===== src/rtl/fetch_pkg.sv =====
// fetch_pkg: shared fetch state, PC step and opcode constants for the fetch/decode stages
package fetch_pkg;
  typedef enum logic [1:0] {IDLE, FETCH, HALT} fetch_state_t;
  localparam logic [31:0] PC_STEP = 32'd4;
  localparam logic [5:0] OP_RTYPE = 6'h00;
  localparam logic [5:0] OP_LW = 6'h23;
  localparam logic [5:0] OP_SW = 6'h2B;
  localparam logic [5:0] OP_BEQ = 6'h04;
  localparam logic [5:0] OP_J = 6'h02;
endpackage


===== src/rtl/imem_rom.sv =====
// imem_rom: instruction store with synchronous program-load write and combinational read
module imem_rom #(
  parameter int DEPTH = 64,
  parameter int AW = 6
) (
  input  logic          clk,
  input  logic          we,
  input  logic [AW-1:0] waddr,
  input  logic [31:0]   wdata,
  input  logic [AW-1:0] raddr,
  output logic [31:0]   rdata
);
  logic [31:0] mem [DEPTH];
  always_ff @(posedge clk)
    if (we) mem[waddr] <= wdata;
  assign rdata = mem[raddr];
endmodule


===== src/rtl/instr_fetch.sv =====
// instr_fetch: PC + instruction memory feeding a valid/ready output register, with redirect flush
module instr_fetch
  import fetch_pkg::*;
#(
  parameter int          DEPTH = 64,
  parameter int          AW = 6,
  parameter logic [31:0] RESET_PC = 32'h0000_0000
) (
  input  logic          clk,
  input  logic          rst,
  input  logic          start,
  input  logic          imem_we,
  input  logic [AW-1:0] imem_waddr,
  input  logic [31:0]   imem_wdata,
  output logic          out_valid,
  input  logic          out_ready,
  output logic [31:0]   out_instr,
  output logic [31:0]   out_pc,
  input  logic          redirect_valid,
  input  logic [31:0]   redirect_target,
  output logic          halted,
  output logic [15:0]   fetch_count
);
  fetch_state_t state, state_n;
  logic [31:0] pc, pc_n, instr_n, opc_n, rdata;
  logic        valid_n, halted_n, load, in_range, hs;
  logic [15:0] count_n;
  assign hs = out_valid && out_ready;
  assign load = !out_valid || out_ready;
  assign in_range = pc < 32'(DEPTH * 4);
  imem_rom #(.DEPTH(DEPTH), .AW(AW)) u_rom (
    .clk(clk),
    .we(imem_we),
    .waddr(imem_waddr),
    .wdata(imem_wdata),
    .raddr(pc[AW+1:2]),
    .rdata(rdata)
  );
  always_comb begin
    state_n = state;
    pc_n = pc;
    instr_n = out_instr;
    opc_n = out_pc;
    valid_n = out_valid;
    halted_n = halted;
    count_n = (hs && fetch_count != 16'hFFFF) ? fetch_count + 16'd1 : fetch_count;
    if (state == IDLE) begin
      state_n = start ? FETCH : IDLE;
    end else if (redirect_valid) begin
      state_n = FETCH;
      pc_n = redirect_target & ~32'd3;
      valid_n = 1'b0;
      halted_n = 1'b0;
    end else if (state == HALT) begin
      valid_n = 1'b0;
      halted_n = 1'b1;
    end else if (load && in_range) begin
      instr_n = rdata;
      opc_n = pc;
      valid_n = 1'b1;
      pc_n = pc + PC_STEP;
    end else if (load) begin
      valid_n = 1'b0;
      halted_n = 1'b1;
      state_n = HALT;
    end
  end
  always_ff @(posedge clk or posedge rst)
    if (rst) begin
      state <= IDLE;
      pc <= RESET_PC;
      out_valid <= 1'b0;
      out_instr <= '0;
      out_pc <= '0;
      halted <= 1'b0;
      fetch_count <= '0;
    end else begin
      state <= state_n;
      pc <= pc_n;
      out_valid <= valid_n;
      out_instr <= instr_n;
      out_pc <= opc_n;
      halted <= halted_n;
      fetch_count <= count_n;
    end
endmodule

===== config.mk =====
export PLATFORM = sky130hd
export DESIGN_NAME = instr_fetch
export DESIGN_NICKNAME = d
export VERILOG_FILES = /design/src/rtl/fetch_pkg.sv /design/src/rtl/imem_rom.sv /design/src/rtl/instr_fetch.sv
export SDC_FILE = /design/constraint.sdc
export NUM_CORES = 2
export LEC_CHECK = 0
export ABC_AREA = 1
export ABC_CLOCK_PERIOD_IN_PS = 3020
export BUFFER_PORTS_ARGS = -buffer_cell sky130_fd_sc_hd__buf_4
export CORE_MARGIN = 2
export CORE_UTILIZATION = 55
export CTS_CLUSTER_SIZE = 20
export DETAILED_ROUTE_END_ITERATION = 10
export PLACE_DENSITY = 0.74
export SYNTH_ARGS = -nofsm -noshare
export SYNTH_HDL_FRONTEND = slang
export SYNTH_SLANG_ARGS = --single-unit

===== constraint.sdc =====
create_clock -name clk -period 3.02 [get_ports clk]
set_input_delay 0.151 -clock clk [delete_from_list [all_inputs] [get_ports clk]]
set_output_delay 0.151 -clock clk [all_outputs]
set_load 0.1 [all_outputs]

==> flow_metrics.py <==
metrics = {
    "run_status": {
        "outcome": "completed",
    },
    "worst_setup_path": {
        "criticalPathCategory": "flip-flop to flip-flop",
        "critPathRequiredTime_ps": 3800,
        "worstRegToRegCells": 11,
        "r2r_slack_ps": 180,
        "crit_top_cell": "nor2_1",
        "crit_path_start_kind": "flip-flop",
        "crit_slowest_cell": "dfrtp_4",
        "cp_max_fo": 52,
        "slowest_delay_ps": 570,
        "arrival_ps": 3620,
        "worst_setup_path_end_kind": "flip-flop",
        "worstPathCellList": "inv_8 -> buf_12 -> buf_4 -> o21ai_0 -> nand2_1 -> nor2_1 -> nor2_1 -> nor2_1 -> nor2_1 -> nor2_1 -> nor2_1",
    },
    "timing": {
        "final.setup_skew_ps": 65.9,
        "drv_slew": 0,
        "relSlewSlack": 0.232,
        "holdWs_ps": 69.3,
        "rsz0062_at_grt": "no",
        "fin_crit_sh": 0.942,
        "setup_violations": 0,
        "final-hold-violation-count": 0,
        "fmax_mhz": 352,
        "fin_ws_ps": 175,
        "fin_tns_setup_ps": 0,
        "post-route-min-period_ps": 2840,
        "tightest_slew_ps": 1150,
    },
    "grt": {
        "overflow": 0,
        "grt_pass1_wl_um": 367000,
        "grtUsageTotal": 0.292,
        "grt_pass1_vias": 60940,
        "grt_start_max_net_pins": 138,
        "grt_antenna_before_repair": 15,
    },
    "yosys": {
        "yosysMostFrequentCell": "edfxtp_1",
        "netlist.area_leader.share": 0.684,
        "synth_area_leaders": "edfxtp_1, nand2_1, nor2_1",
        "synth-seq-area-share": 0.715,
        "synth_top_area_cell": "edfxtp_1",
        "syn_avg_cell_area_um2": 10.8,
        "yosys_register_bits": 2160,
        "syn_area_um2": 89900,
        "yosysWarnings": 0,
        "synthTopCellsByCount": "edfxtp_1, nand2_1, nor2_1",
        "synth_edf_count": 2048,
        "ys.flop_type": "edfxtp_1",
        "synth_cell_types": 35,
        "ys_async_sr_fraction": 0.0519,
        "synthCells": 8285,
    },
    "power_and_ir_drop": {
        "p_switching_mw": 30.9,
        "leakagePower_nw": 39.1,
        "p_int_mw": 55.2,
        "p_total_mw": 86.1,
        "p_comb_frac": 0.316,
        "clockPowerShare": 0.293,
        "p_seq_frac": 0.391,
        "switching_share": 0.359,
        "pwr_density_cell_nw_per_um2": 843,
        "vdd_drop_max_uv": 832,
    },
    "route": {
        "drt_iter0_drc": 8937,
        "detail_route.wl_per_cell_um": 22.6,
        "drc_errors": 0,
        "dr.pass1.iters": 6,
        "finalWirelength_um": 246000,
        "ant_nets": 0,
        "routed_via_density": 5.78,
        "num_vias": 62751,
    },
    "floorplanning": {
        "die_h_um": 408,
        "start_util": 0.553,
        "row_count": 148,
        "die_w_um": 408,
        "fp.coreArea_um2": 163000,
        "die-area_um2": 167000,
        "io_pins": 158,
    },
    "clock_network": {
        "path_clk_slew_ps": 70,
        "clk_path_buf_depth": 3,
        "cts_tree": "done",
        "clock_latency_ps": 860,
        "htree_levels": 4,
        "root_buffer": "clkbuf_16",
        "cts_made_buffers": 209,
        "clock_sinks": 2160,
    },
    "finish": {
        "n_fill_cell": 12155,
        "layout-drive-gt1-share": 0.0861,
        "multiInputGateArea_um2": 21500,
        "area_growth_pct": 13.6,
        "regArea_um2": 64300,
        "nets": 8579,
    },
    "place": {
        "io_buffer_count": 153,
        "place_congestion": 0.872,
        "dpl_worst_slack_ps": 288,
        "dp_hpwl_um": 132000,
    },
    "min_path": {
        "hold_depth": 3,
        "worstHoldPathType": "input port to flip-flop",
    },
    "flow_run": {
        "drv_cap": 0,
    },
}
[layer usage]
| layer | vias up | share of wire | global-route usage | routed length (µm) |
|---|---|---|---|---|
| li1 | 28170 | - | - | - |
| met1 | 30262 | 0.38 | 0.395 | 93500 |
| met2 | 3727 | 0.46 | 0.457 | 113000 |
| met3 | 586 | 0.11 | 0.0605 | 28000 |
| met4 | 6 | 0.047 | 0.137 | 11500 |
| met5 | - | 0.00013 | 0 | 32 |
[layout make-up]
class                      instances  area share
tap                             2175      0.0267
sequential                      2160       0.630
clock buffer                     289      0.0568
multi-input combinational       4995       0.211
clock inverter                   100     0.00819
timing repair buffer             454      0.0421
antenna                            8    0.000196
inverter                         681      0.0253
[logic make-up after synthesis]
family | after synthesis | synth area share
multiplexers | 2 | 0.000223
XOR/XNOR | 16 | 0.00156
adder cells (fa/ha/maj) | 2 | 0.000278
flip-flops | 2160 | 0.715
buffers and inverters | 1131 | 0.0502
other | 1 | 0.0000417
AO/OA/AOI/OAI | 813 | 0.0475
AND/OR/NAND/NOR | 4160 | 0.185
[worst paths after layout]
kind / startpoint / endpoint
worst max-delay path: pc[2] / out_instr[22]
worst min-delay path: imem_waddr[4] / u_rom.mem[28][18]
worst max register to register: pc[2] / out_instr[22]
worst min register to register: out_pc[4] / out_pc[4]
max in group asynchronous: rst / out_instr[21]
min in group asynchronous: rst / fetch_count[0]
[layout by cell type (no fill, tap or decap), drive strengths merged, types with 4 or more instances in the layout]
master | Yosys | final
a21oi | 64 | 64
buf | 244 | 360
bufinv | 0 | 8
clkbuf | 206 | 289
clkinv | 5 | 87
clkinvlp | 0 | 4
dfrtp | 112 | 112
diode | 0 | 8
dlygate4sd3 | 0 | 94
edfxtp | 2048 | 2048
inv | 676 | 682
nand2 | 1976 | 1976
nand3 | 672 | 672
nand3b | 4 | 4
nand4 | 17 | 17
nor2 | 1446 | 1446
nor3 | 21 | 21
nor4 | 8 | 8
o211ai | 73 | 73
o21ai | 668 | 668
or2 | 15 | 15
xnor2 | 7 | 7
xor2 | 9 | 9
[flip-flops by register name, indices dropped and copies added, names as in the netlist]
signal	flops
u_rom.mem	2048
pc	30
out_valid	1
out_instr	32
fetch_count	16
state	2
out_pc	30
halted	1
[power groups by stage]
stage	Sequential (mW)	Combinational (mW)	Clock [mW]
2_1_floorplan	34.5	16.9	0
3_3_place_gp	34.3	25.6	0
3_5_place_dp	34.3	26.3	0
4_1_cts	33.7	26.7	25.4
5_1_grt	33.7	29.7	26.5
6_report	33.7	27.2	25.2
[worst max-delay path: cells and delay by family (launching register included)]
family	cells	cell delay (ps)
simple gates	7	780
compound gates	1	180
buf+inv	3	1170
flops	1	570
[through the flow]
stage,area [µm²],util,std cells
floorplan,89900,-,8286
global placement,94500,0.581,10371
detailed placement,94500,0.581,10371
CTS,102000,0.628,10854
global route,102000,0.628,10854
finish,102000,0.628,10862
[what timing repair did]
action	in CTS	in global routing
buffers inserted	0	0
hold endpoints to repair	2268	0
hold buffers	94	0
gates resized for setup	0	0
No activity file was read; power rests on OpenSTA's default activity.
